[config.mk]
export PLATFORM = sky130hd
export DESIGN_NAME = alu_arbiter
export DESIGN_NICKNAME = d
export VERILOG_FILES = /design/src/rtl/alu_arbiter_pkg.sv /design/src/rtl/alu.sv /design/src/rtl/alu_arbiter.sv
export SDC_FILE = /design/constraint.sdc
export NUM_CORES = 1
export LEC_CHECK = 0
export CAP_MARGIN = 15
export CORE_ASPECT_RATIO = 0.9
export CORE_MARGIN = 5
export CORE_UTILIZATION = 40
export DETAILED_ROUTE_END_ITERATION = 16
export PLACE_DENSITY_LB_ADDON = 0.12
export SLEW_MARGIN = 15
export SYNTH_ARGS = -nofsm -noshare
export SYNTH_HDL_FRONTEND = slang
export SYNTH_HIERARCHICAL = 1
export SYNTH_SLANG_ARGS = --single-unit
[constraint.sdc]
create_clock -name clk -period 5.3 [get_ports clk]
set_input_delay 1.59 -clock clk [delete_from_list [all_inputs] [get_ports clk]]
set_output_delay 1.59 -clock clk [all_outputs]
set_load 0.01 [all_outputs]
[src/rtl/alu_arbiter_pkg.sv]
// Shared ALU definitions for the arbitrated ALU slice: word/control widths,
// operation codes and the supported-operation predicate.
package alu_arbiter_pkg;

  localparam int WORD_LEN    = 32;
  localparam int ALUCTRL_LEN = 4;
  localparam int ALU_REQ_MAX = 8;

  typedef enum logic [ALUCTRL_LEN-1:0] {
    ALU_AND  = 4'b0000,
    ALU_OR   = 4'b0001,
    ALU_ADD  = 4'b0010,
    ALU_ADDU = 4'b0011,
    ALU_SUB  = 4'b0110,
    ALU_SLT  = 4'b0111
  } alu_op_e;

  function automatic logic is_supported(input logic [ALUCTRL_LEN-1:0] ctrl);
    case (ctrl)
      ALU_AND, ALU_OR, ALU_ADD, ALU_ADDU, ALU_SUB, ALU_SLT: return 1'b1;
      default:                                             return 1'b0;
    endcase
  endfunction

endpackage

[src/rtl/alu.sv]
// Shared combinational ALU: wrap-around add/sub, bitwise ops, signed set-less-than.
module alu
  import alu_arbiter_pkg::*;
#(
  parameter int W = WORD_LEN
) (
  input  logic [W-1:0]           i_a,
  input  logic [W-1:0]           i_b,
  input  logic [ALUCTRL_LEN-1:0] i_ctrl,
  output logic [W-1:0]           o_res
);

  always_comb begin
    // NOTE: default assigned first so every path writes o_res; no latch inferred.
    o_res = '0;
    case (i_ctrl)
      ALU_AND:           o_res = i_a & i_b;
      ALU_OR:            o_res = i_a | i_b;
      ALU_ADD, ALU_ADDU: o_res = i_a + i_b;
      ALU_SUB:           o_res = i_a - i_b;
      ALU_SLT:           o_res = {{(W-1){1'b0}}, ($signed(i_a) < $signed(i_b))};
      default:           o_res = '0;
    endcase
  end

endmodule

[src/rtl/alu_arbiter.sv]
// Round-robin arbiter sharing one ALU among N_REQ valid/ready requesters;
// one registered response port tagged with the requester index.
module alu_arbiter
  import alu_arbiter_pkg::*;
#(
  parameter int W     = WORD_LEN,
  parameter int N_REQ = 2,
  parameter int IDW   = $clog2(N_REQ)
) (
  input  logic                         clk,
  input  logic                         rstn,
  input  logic [N_REQ-1:0]             ReqValid,
  output logic [N_REQ-1:0]             ReqReady,
  input  logic [N_REQ*W-1:0]           ReqOp1,
  input  logic [N_REQ*W-1:0]           ReqOp2,
  input  logic [N_REQ*ALUCTRL_LEN-1:0] ReqCtrl,
  output logic                         RespValid,
  input  logic                         RespReady,
  output logic [W-1:0]                 RespRes,
  output logic [IDW-1:0]               RespId,
  output logic                         RespErr
);

  if (N_REQ < 2 || N_REQ > ALU_REQ_MAX) begin : g_bad_n_req
    $error("alu_arbiter: N_REQ out of legal range");
  end

  logic                   r_resp_valid;
  logic [W-1:0]           r_resp_res;
  logic [IDW-1:0]         r_resp_id;
  logic                   r_resp_err;
  logic [IDW-1:0]         r_ptr;

  logic                   w_free;
  logic [N_REQ-1:0]       w_grant;
  logic                   w_accept;
  logic [IDW-1:0]         w_grant_idx;
  logic [IDW-1:0]         w_ptr_next;
  logic [W-1:0]           w_op1;
  logic [W-1:0]           w_op2;
  logic [ALUCTRL_LEN-1:0] w_ctrl;
  logic [W-1:0]           w_alu_res;

  // First valid requester at or above ptr, wrapping; lowest offset wins.
  function automatic logic [N_REQ-1:0] rr_pick(input logic [N_REQ-1:0] valid,
                                                input logic [IDW-1:0]   ptr);
    logic [N_REQ-1:0] g;
    int               idx;
    g = '0;
    for (int k = N_REQ - 1; k >= 0; k--) begin
      idx = (int'(ptr) + k) % N_REQ;
      if (valid[idx]) begin
        g      = '0;
        g[idx] = 1'b1;
      end
    end
    return g;
  endfunction

  assign w_free   = !r_resp_valid || RespReady;
  assign w_grant  = (rstn && w_free) ? rr_pick(ReqValid, r_ptr) : '0;
  assign w_accept = |w_grant;
  assign ReqReady = w_grant;

  always_comb begin
    w_grant_idx = '0;
    for (int i = 0; i < N_REQ; i++) begin
      if (w_grant[i]) w_grant_idx = IDW'(i);
    end
  end

  assign w_ptr_next = (w_grant_idx == IDW'(N_REQ - 1)) ? '0 : w_grant_idx + 1'b1;

  assign w_op1  = ReqOp1[w_grant_idx*W +: W];
  assign w_op2  = ReqOp2[w_grant_idx*W +: W];
  assign w_ctrl = ReqCtrl[w_grant_idx*ALUCTRL_LEN +: ALUCTRL_LEN];

  alu #(.W(W)) u_alu (
    .i_a    (w_op1),
    .i_b    (w_op2),
    .i_ctrl (w_ctrl),
    .o_res  (w_alu_res)
  );

  always_ff @(posedge clk or negedge rstn) begin
    if (!rstn) begin
      r_resp_valid <= 1'b0;
      r_resp_res   <= '0;
      r_resp_id    <= '0;
      r_resp_err   <= 1'b0;
      r_ptr        <= '0;
    end else if (w_accept) begin
      // NOTE: non-blocking so every register here samples the pre-edge grant state.
      r_resp_valid <= 1'b1;
      r_resp_res   <= is_supported(w_ctrl) ? w_alu_res : '0;
      r_resp_err   <= !is_supported(w_ctrl);
      r_resp_id    <= w_grant_idx;
      r_ptr        <= w_ptr_next;
    end else if (RespReady) begin
      r_resp_valid <= 1'b0;
    end
  end

  assign RespValid = r_resp_valid;
  assign RespRes   = r_resp_res;
  assign RespId    = r_resp_id;
  assign RespErr   = r_resp_err;

endmodule

==> results.py, run 1 <==
metrics = {
    "synth": {
        "muxShareOfSynthArea_pct": 11.4,
        "synth_ff_type": "dfrtp_1",
        "synth-xor-area-share_pct": 0.613,
        "ys_ff_latch": 36,
        "ys_seq_area_share_pct": 12.6,
        "yosys_warnings": 6,
        "syn_area_per_cell_um2": 7.67,
        "synth_compound_area_share_pct": 32.6,
        "syn-num-nets": 1171,
        "synthAdderAreaFrac_pct": 17.4,
        "synth_edf_count": 0,
        "synth_top_family_by_area": "compound AO/OA/AOI/OAI gates",
        "async_flop_share_pct": 100,
        "syn_inst": 932,
        "synth_cell_types": 83,
        "synth_simple_gate_area_share_pct": 16.3,
        "synth_area_um2": 7150,
    },
    "clock_network": {
        "cts.clk_slew.worst_paths_ns": 0.05,
        "cts_max_level": 2,
        "cts.root.buffer_cell": "clkbuf_16",
        "cts_tree": "built",
        "clockBufferDepth": 2,
        "clk_latency_ns": 0.28,
        "cts_made_buffers": 5,
        "cts.sinks": 36,
        "hold_buffers": 0,
    },
    "routing": {
        "via_per_inst": 5.51,
        "drt-pass1-iter-count": 6,
        "drtAntennaViolNets": 0,
        "wl_met3_um": 2290,
        "vias": 8493,
        "wl_met2_um": 11500,
        "top_layer": "met4",
        "drt_iter0_drc": 704,
        "wl_met1_um": 12800,
        "route.detailed.drc": 0,
        "totalWireLength_um": 26900,
        "wire_per_inst_um": 17.5,
    },
    "layout": {
        "layout.nets": 1539,
        "n_antenna_cell": 0,
        "drive_gt1_share_pct": 35.6,
        "syn_to_final_growth_pct": 61.8,
        "final_common_cell": "buf_4",
        "layout_common_cells": "buf_4 (230), clkdlybuf4s50_1 (173), nand2_1 (107)",
        "final_area_um2": 11600,
    },
    "power_and_ir_drop": {
        "finalPower_mw": 2.43,
        "p_leak_nw": 5.34,
        "cellPowerDensity_nw_per_um2": 210,
        "irDropWorstVdd_mv": 0.119,
    },
    "worst_setup_path": {
        "cp_top_family": "compound AO/OA/AOI/OAI gates",
        "max_stage_delay_ns": 0.46,
        "crit_type": "primary input to register",
        "critPathCaptureType": "register",
        "crit_chain": "clkdlybuf4s15_1 -> nand2b_4 -> o2111ai_4 -> buf_12 -> buf_12 -> buf_12 -> mux2_4 -> inv_2 -> ha_4 -> buf_4 -> buf_4 -> a21oi_2 -> o21a_1 -> o211ai_4 -> a311o_2 -> a221oi_4 -> o21ai_2 -> o21ai_2 -> nand2_1 -> o22ai_2 -> nand2_1 -> o21ai_2",
        "cp.required_ns": 5.50,
        "start_kind": "primary input",
        "crit_buf_inv": 7,
        "cp_max_fo": 7,
        "cpMaxStageDelayCell": "a311o_2",
        "crit_arrival_ns": 5.44,
    },
    "sta": {
        "setup_violations": 0,
        "finClkSkew_ns": 0.00551,
        "slew_viol_final": 0,
        "max_freq_mhz": 191,
        "fin_crit_sh_pct": 98.9,
        "final.min_clock_period_ns": 5.24,
        "tightest_slew_ns": 0.590,
        "hold_viol_final": 0,
        "fin_ws_ns": 0.0570,
        "max_slew_margin_pct": 60.6,
    },
    "floorplan": {
        "initial_core_util_pct": 40.6,
        "chipHeight_um": 137,
        "fp.dieArea_um2": 20600,
        "pin_count": 178,
        "die_x_um": 151,
        "core_area_um2": 17600,
        "num_rows": 46,
    },
    "placed_design": {
        "placed_cell_area_um2": 10600,
        "port_buffers": 177,
        "place_ws_ns": -0.678,
        "hpwl_um": 21200,
        "gp_congestion": 0.968,
    },
    "global_routing": {
        "overflow": 0,
        "antenna_found_initial": 0,
        "grt_pass1_vias": 8029,
        "grt_max_degree": 40,
        "grt_usage_pct": 24.7,
        "grt_pass1_wl_um": 41400,
    },
    "job": {
        "maxCapViolCount": 0,
    },
    "outcome": {
        "status": "complete, no violations",
    },
    "hold_path": {
        "min_path_type": "register to register",
    },
}
registers in the layout, indices dropped and copies added, names as in the netlist:
name,flops
RespRes,32
RespId,1
RespErr,1
RespValid,1
r_ptr,1
repair_timing:
action,4_1_cts,5_1_grt
gates cloned,1,0
pin swaps,18,38
gates resized for setup,42,94
setup buffers,14,12
setup endpoints to repair,20,20
synth_stat cells, types with 5 or more instances:
cell type,count,area [um2]
and3_1,5,31.3
nor2_1,67,251
nor3_1,17,85.1
o21a_1,6,45.0
mux2_2,68,766
a221o_1,24,240
o211ai_1,9,67.6
nand2_1,107,402
o22ai_1,13,81.3
dfrtp_1,36,901
clkbuf_1,39,146
o221ai_1,23,201
nor2b_1,7,43.8
ha_1,96,1200
o21ai_0,25,125
a21o_1,18,135
a211oi_1,8,60.1
nor4_1,7,43.8
buf_2,8,40.0
nand2b_1,6,37.5
nand3_1,19,95.1
o21ai_2,33,289
a221oi_1,9,78.8
o21bai_1,18,135
xnor2_1,5,43.8
inv_1,97,364
a21oi_1,68,340
buf_4,7,52.6
final cells by class:
type                       instances  area [um2]
clock buffer                       7         153
fill                            1550        6050
tap                              240         300
sequential                        36         901
timing repair buffer             419        3700
inverter                          97         367
multi-input combinational        741        6110
clock inverter                     1        30.0
worst register-to-register path, stage by stage, from the launching register on:
cell and delay, ns:
dfrtp_1 0.43, o2111ai_4 0.24, buf_12 0.16, buf_12 0.12
buf_12 0.14, mux2_4 0.34, inv_2 0.07, ha_4 0.21
buf_4 0.13, buf_4 0.14, a21oi_2 0.14, o21a_1 0.22
o211ai_4 0.13, a311o_2 0.47, a221oi_4 0.40, o21ai_2 0.11
o21ai_2 0.17, nand2_1 0.10, o22ai_2 0.19, nand2_1 0.09
o21ai_2 0.13
path summary, 6_finish.rpt:
path                       cells past startpoint                 endpoint  slack [ns]                     from
max in group asynchronous                      2  RespRes[21]$_DFFE_PN0P_        3.54                     rstn
min                                            2  RespRes[18]$_DFFE_PN0P_        0.47  RespRes[18]$_DFFE_PN0P_
min in group asynchronous                      2       RespId$_DFFE_PN0P_        1.42                     rstn
max reg2reg                                   20  RespRes[31]$_DFFE_PN0P_        1.11        r_ptr$_DFFE_PN0P_
min reg2reg                                    2  RespRes[18]$_DFFE_PN0P_        0.47  RespRes[18]$_DFFE_PN0P_
max                                           22  RespRes[31]$_DFFE_PN0P_        0.06                RespReady
metrics by stage:
stage	hold slack (ns)	util, %	std cells	setup TNS (ns)
after floorplan	0.505	-	932	0
after global placement	0.462	60.4	1508	-9.15
after detailed placement	0.465	60.4	1508	-10.37
after CTS	0.478	63.1	1530	0
after global routing	0.494	65.7	1541	-0.0656
final	0.472	65.7	1541	0
cell families (layout without fill, tap and decap cells):
kind of cell / count (synthesis) / after routing
buffers and inverters: 155 / 524
AND/OR/NAND/NOR: 259 / 259
multiplexers: 72 / 72
XOR/XNOR: 5 / 5
AO/OA/AOI/OAI: 307 / 307
adder cells (fa/ha/maj): 98 / 98
flip-flops: 36 / 36
power breakdown:
group | switching (mW) | total (mW) | leakage (nW) | internal [mW]
clock network | 0.104 | 0.351 | 0.0901 | 0.247
registers | 0.0255 | 0.342 | 0.480 | 0.317
logic | 0.852 | 1.74 | 4.77 | 0.885
total | 0.982 | 2.43 | 5.34 | 1.45
layer usage:
metal	vias to the layer above	track usage, %
li1	4107	-
met1	3951	37.2
met2	405	37.5
met3	30	3.34
met4	0	4.98
met5	-	0
No activity file was read; power rests on OpenSTA's default activity.
==> inputs of run 2 (changes only) <==
--- a/config.mk
+++ b/config.mk
@@ -6,7 +6,6 @@
 export NUM_CORES = 1
 export LEC_CHECK = 0
 export CAP_MARGIN = 15
-export CORE_ASPECT_RATIO = 0.9
 export CORE_MARGIN = 5
 export CORE_UTILIZATION = 40
 export DETAILED_ROUTE_END_ITERATION = 16
@@ -14,5 +13,4 @@
 export SLEW_MARGIN = 15
 export SYNTH_ARGS = -nofsm -noshare
 export SYNTH_HDL_FRONTEND = slang
-export SYNTH_HIERARCHICAL = 1
 export SYNTH_SLANG_ARGS = --single-unit
==> results.py, run 2 <==
metrics = {
    "floorplan": {
        "num_rows": 48,
        "fp.dieArea_um2": 19900,
        "pin_count": 178,
        "initial_core_util_pct": 40.2,
        "chipHeight_um": 141,
        "die_x_um": 141,
        "core_area_um2": 17100,
    },
    "synth": {
        "syn_area_per_cell_um2": 6.99,
        "synth.area.top_cells": "ha_1 (18%), dfrtp_1 (13%), nand2_1 (11%)",
        "syn-num-nets": 1227,
        "synth_ff_type": "dfrtp_1",
        "syn_inst": 986,
        "synth_top_cell_by_area": "ha_1",
        "synth_edf_count": 0,
        "synth_common_cells": "nand2_1 (209), inv_1 (103), ha_1 (98), a21oi_1 (69), nor2_1 (64)",
        "yosys_warnings": 0,
        "synth_area_um2": 6890,
        "async_flop_share_pct": 100,
        "synth_cell_types": 84,
        "synth_top_area_share_pct": 17.8,
        "synthMostInstantiatedCell": "nand2_1",
        "ys_ff_latch": 36,
        "ys_seq_area_share_pct": 13.1,
    },
    "power_and_ir_drop": {
        "p_leak_nw": 5.45,
        "finalPower_mw": 2.57,
        "cellPowerDensity_nw_per_um2": 227,
        "irDropWorstVdd_mv": 0.116,
    },
    "placed_design": {
        "place_ws_ns": -0.601,
        "port_buffers": 177,
        "dp_cells": 1557,
        "hpwl_um": 21500,
        "gp_congestion": 0.993,
    },
    "clock_network": {
        "clk_latency_ns": 0.29,
        "hold_buffers": 0,
        "cts.sinks": 36,
        "cts.clk_slew.worst_paths_ns": 0.06,
        "cts.root.buffer_cell": "clkbuf_16",
        "cts_tree": "built",
        "cts_max_level": 2,
        "cts_made_buffers": 5,
        "clockBufferDepth": 2,
    },
    "routing": {
        "drtAntennaViolNets": 0,
        "vias": 8711,
        "totalWireLength_um": 27600,
        "drt_iter0_drc": 702,
        "via_per_inst": 5.51,
        "wire_per_inst_um": 17.4,
        "drt-pass1-iter-count": 5,
        "route.detailed.drc": 0,
    },
    "sta": {
        "tightest_slew_ns": 0.929,
        "max_slew_margin_pct": 38.0,
        "fin_crit_sh_pct": 94.1,
        "max_freq_mhz": 200,
        "slew_viol_final": 0,
        "fin_ws_ns": 0.310,
        "finClkSkew_ns": 0.00488,
        "hold_viol_final": 0,
        "fin_tns_setup_ns": 0,
        "setup_violations": 0,
        "whs_ns": 0.471,
        "final.min_clock_period_ns": 4.99,
        "rsz0062_at_grt": "no",
    },
    "worst_setup_path": {
        "max_stage_delay_ns": 0.47,
        "cp_max_fo": 22,
        "start_kind": "primary input",
        "crit_chain": "dlymetal6s2s_1 -> inv_2 -> o2111ai_4 -> buf_6 -> buf_12 -> mux2i_4 -> inv_1 -> ha_1 -> buf_4 -> a21boi_2 -> a2111oi_4 -> nor2_2 -> a311oi_4 -> a21oi_4 -> a221o_1 -> a221oi_2 -> o21ai_1",
        "cp.required_ns": 5.47,
        "crit_arrival_ns": 5.16,
        "critPathCaptureType": "register",
        "cpMaxStageDelayCell": "a2111oi_4",
        "crit_type": "primary input to register",
    },
    "outcome": {
        "status": "complete, no violations",
    },
    "layout": {
        "syn_to_final_growth_pct": 64.3,
        "nFillCells": 1543,
        "n_antenna_cell": 0,
        "layout.nets": 1598,
        "largest_reg_flops": 32,
        "final_common_cell": "buf_4",
        "layout_common_cells": "buf_4 (229), nand2_1 (195), clkdlybuf4s50_1 (173)",
        "final_cells": 1582,
        "drive_gt1_share_pct": 26.2,
    },
    "global_routing": {
        "grt_pass1_vias": 8370,
        "grt_pass1_wl_um": 42100,
        "antenna_found_initial": 0,
        "grt_max_degree": 38,
        "overflow": 0,
        "grt_usage_pct": 25.7,
    },
    "job": {
        "maxCapViolCount": 0,
    },
    "hold_path": {
        "min_path_type": "register to register",
    },
}
==> run 2: cell types whose count changed in the layout (fill, tap and decap cells not counted), moves of 15 or more <==
cell / delta
a221o_1: -15
inv_1: +19
mux2_2: -55
nand2_1: +88
o21ai_0: +28
o21ai_2: -36
==> run 2: repair_timing <==
action,in CTS,in global routing
endpoints found under the setup margin,16,21
pin swaps,15,45
gates cloned,1,0
buffers inserted,8,9
gates resized for setup,42,78
==> run 2: per-stage QoR <==
step / utilization, % / cell area [um2]
CTS: 63.7 / 10900
finish: 66.1 / 11300
floorplan: - / 6940
global placement: 61.1 / 10500
detailed placement: 61.1 / 10500
global route: 66.1 / 11300
==> run 2: path summary, 6_finish.rpt <==
path	slack, ns	end	start	cells after the start
max in group asynchronous	3.44	RespRes[28]$_DFFE_PN0P_	rstn	2
max reg2reg	1.31	RespRes[27]$_DFFE_PN0P_	r_ptr$_DFFE_PN0P_	15
max	0.31	RespRes[27]$_DFFE_PN0P_	ReqValid[0]	17
min reg2reg	0.47	RespId$_DFFE_PN0P_	RespId$_DFFE_PN0P_	2
min in group asynchronous	1.46	RespRes[17]$_DFFE_PN0P_	rstn	2
min	0.47	RespId$_DFFE_PN0P_	RespId$_DFFE_PN0P_	2
==> run 2: routing by layer <==
| metal | wire length [um] | track usage, % |
|---|---|---|
| met1 | 12200 | 34.8 |
| met2 | 13100 | 43.1 |
| met3 | 1640 | 3.26 |
| met4 | 653 | 6.99 |
| met5 | 0 | 0 |
==> run 2: report_power, final <==
part           internal (mW)  total [mW]  switching (mW)  leakage (nW)
sequential             0.324       0.362          0.0380         0.482
clock                  0.171       0.299           0.128        0.0667
combinational          0.964        1.90           0.941          4.90
==> run 2: layout make-up <==
type | instances | area, um2 | share of cell area (%)
Multi-Input combinational cell | 792 | 5900 | 52.1
Timing Repair Buffer | 418 | 3710 | 32.8
Sequential cell | 36 | 901 | 7.96
Inverter | 104 | 393 | 3.47
Tap cell | 225 | 282 | 2.49
Clock buffer | 6 | 129 | 1.14
Clock inverter | 1 | 5.00 | 0.0442
==> run 2: worst max-delay path, delay by kind of cell <==
kind                     cells  cell delay, ns
adder cells (fa/ha/maj)      1            0.30
buffers and inverters        6            0.80
AO/OA/AOI/OAI                8            2.12
AND/OR/NAND/NOR              1            0.10
multiplexers                 1            0.24
==> run 2: logic make-up after synthesis <==
| group | after synthesis | synth area share, % |
|---|---|---|
| AND/OR/NAND/NOR | 349 | 21.7 |
| AO/OA/AOI/OAI | 296 | 31.0 |
| buffers and inverters | 158 | 9.36 |
| adder cells (fa/ha/maj) | 100 | 18.4 |
| flip-flops | 36 | 13.1 |
| multiplexers | 25 | 3.74 |
| XOR/XNOR | 22 | 2.80 |
==> inputs of run 3 (changes only) <==
--- a/config.mk
+++ b/config.mk
@@ -14,3 +14,4 @@
 export SYNTH_ARGS = -nofsm -noshare
 export SYNTH_HDL_FRONTEND = slang
 export SYNTH_SLANG_ARGS = --single-unit
+export TNS_END_PERCENT = 10
==> results.py, run 3 (synthesized netlist as in run 2, its figures left out) <==
metrics = {
    "outcome": {
        "status": "complete, no violations",
    },
    "placed_design": {
        "port_buffers": 177,
        "hpwl_um": 21500,
        "gp_congestion": 0.993,
        "placed_cell_area_um2": 10500,
        "dp_cells": 1557,
    },
    "global_routing": {
        "overflow": 0,
        "grt_pass1_wl_um": 42100,
        "grt_pass1_vias": 8370,
        "antenna_found_initial": 0,
        "grt_max_degree": 38,
        "grt_usage_pct": 25.7,
    },
    "power_and_ir_drop": {
        "p_switching_mw": 1.11,
        "swShare_pct": 43.1,
        "seqPwrFrac_pct": 14.0,
        "cellPowerDensity_nw_per_um2": 227,
        "pwr-share-comb_pct": 74.3,
        "p_int_mw": 1.47,
        "clkPwrFrac_pct": 11.6,
        "p_leak_nw": 5.48,
        "irDropWorstVdd_mv": 0.116,
    },
    "floorplan": {
        "core_area_um2": 17100,
        "initial_core_util_pct": 40.2,
        "pin_count": 178,
        "num_rows": 48,
        "chipHeight_um": 141,
        "die_x_um": 141,
        "fp.dieArea_um2": 19900,
    },
    "clock_network": {
        "cts.sinks": 36,
        "cts_tree": "built",
        "clockBufferDepth": 2,
        "cts.clk_slew.worst_paths_ns": 0.06,
        "cts.root.buffer_cell": "clkbuf_16",
        "cts_max_level": 2,
        "clk_latency_ns": 0.29,
        "cts_made_buffers": 5,
    },
    "worst_setup_path": {
        "cp_top_family": "compound AO/OA/AOI/OAI gates",
        "max_stage_delay_ns": 0.47,
        "cp.required_ns": 5.47,
        "cpMostUsedCell": "inv_2",
        "crit_type": "primary input to register",
        "crit_chain": "dlymetal6s2s_1 -> inv_2 -> o2111ai_4 -> buf_8 -> buf_12 -> mux2i_4 -> inv_2 -> ha_4 -> a21o_1 -> a21oi_2 -> a21boi_2 -> a2111oi_4 -> nor2_2 -> a311oi_4 -> a21oi_4 -> a221o_1 -> a221oi_2 -> o21ai_1",
        "cpMaxStageDelayCell": "a2111oi_4",
        "crit_arrival_ns": 5.19,
        "cp_max_fo": 7,
        "critPathCaptureType": "register",
        "crit_buf_inv": 5,
        "start_kind": "primary input",
    },
    "sta": {
        "fin_crit_sh_pct": 94.7,
        "fin_tns_setup_ns": 0,
        "finClkSkew_ns": 0.00424,
        "max_slew_margin_pct": 40.1,
        "setup_violations": 0,
        "slew_viol_final": 0,
        "rsz0062_at_grt": "no",
        "max_freq_mhz": 199,
        "whs_ns": 0.471,
        "tightest_slew_ns": 0.898,
        "final.min_clock_period_ns": 5.02,
        "hold_viol_final": 0,
    },
    "layout": {
        "layout.nets": 1602,
        "n_antenna_cell": 0,
        "final_area_um2": 11400,
        "layout_common_cells": "buf_4 (232), nand2_1 (200), clkdlybuf4s50_1 (173)",
        "largest_reg_flops": 32,
        "syn_to_final_growth_pct": 65.0,
        "final_cells": 1586,
        "final_common_cell": "buf_4",
        "drive_gt1_share_pct": 26.1,
        "final_util_pct": 66.4,
    },
    "routing": {
        "totalWireLength_um": 27800,
        "top_layer": "met4",
        "drt-pass1-iter-count": 5,
        "wl_met2_um": 13200,
        "via_per_inst": 5.49,
        "wl_met1_um": 12200,
        "drt_iter0_drc": 671,
        "wl_met3_um": 1690,
        "route.detailed.drc": 0,
        "drtAntennaViolNets": 0,
        "wire_per_inst_um": 17.5,
        "vias": 8712,
    },
    "job": {
        "maxCapViolCount": 0,
    },
    "hold_path": {
        "min_path_type": "register to register",
    },
}
[run 3: area by class of cell]
| cell class | count | area (um2) |
|---|---|---|
| multi-input combinational | 792 | 5890 |
| fill | 1530 | 5750 |
| timing repair buffer | 422 | 3770 |
| sequential | 36 | 901 |
| inverter | 104 | 393 |
| tap | 225 | 282 |
| clock buffer | 6 | 129 |
| clock inverter | 1 | 5.00 |
[run 3: final timing paths]
path,start,end,slack (ns),depth (start not counted)
min in group asynchronous,rstn,RespRes[6]$_DFFE_PN0P_,1.45,2
min reg2reg,RespId$_DFFE_PN0P_,RespId$_DFFE_PN0P_,0.47,2
max,ReqValid[0],RespRes[27]$_DFFE_PN0P_,0.28,18
max reg2reg,r_ptr$_DFFE_PN0P_,RespRes[27]$_DFFE_PN0P_,1.29,16
max in group asynchronous,rstn,RespRes[28]$_DFFE_PN0P_,3.46,2
min,RespId$_DFFE_PN0P_,RespId$_DFFE_PN0P_,0.47,2
[run 3: worst min-delay path: stages, from the launching register on]
cell and delay [ns]:
dfrtp_1 0.34, nand2_1 0.05, nand2_1 0.05
[run 3: repair_timing]
item,4_1_cts,5_1_grt
cloned,1,1
setup buffers,8,12
hold buffers,0,0
endpoints found under the setup margin,16,21
pin swaps,15,42
resized for setup,41,76
[run 3: layer usage]
metal	GRT usage, %	up-vias
li1	-	4219
met1	34.8	4116
met2	43.1	326
met3	3.26	51
met4	6.99	0
met5	0	-
[run 3: metrics by stage]
step	setup WS (ns)	power, mW
finish	0.283	2.58
global route	0.0959	2.74
CTS	-0.0241	2.45
detailed placement	-0.601	2.07
global placement	-0.528	2.06
floorplan	0.00901	1.26
[run 3: power groups by stage]
stage	Combinational [mW]	Clock (mW)	Sequential (mW)
3_3_place_gp	1.70	0	0.364
4_1_cts	1.79	0.304	0.362
3_5_place_dp	1.71	0	0.366
6_report	1.91	0.300	0.361
5_1_grt	2.06	0.311	0.367
2_1_floorplan	0.885	0	0.377
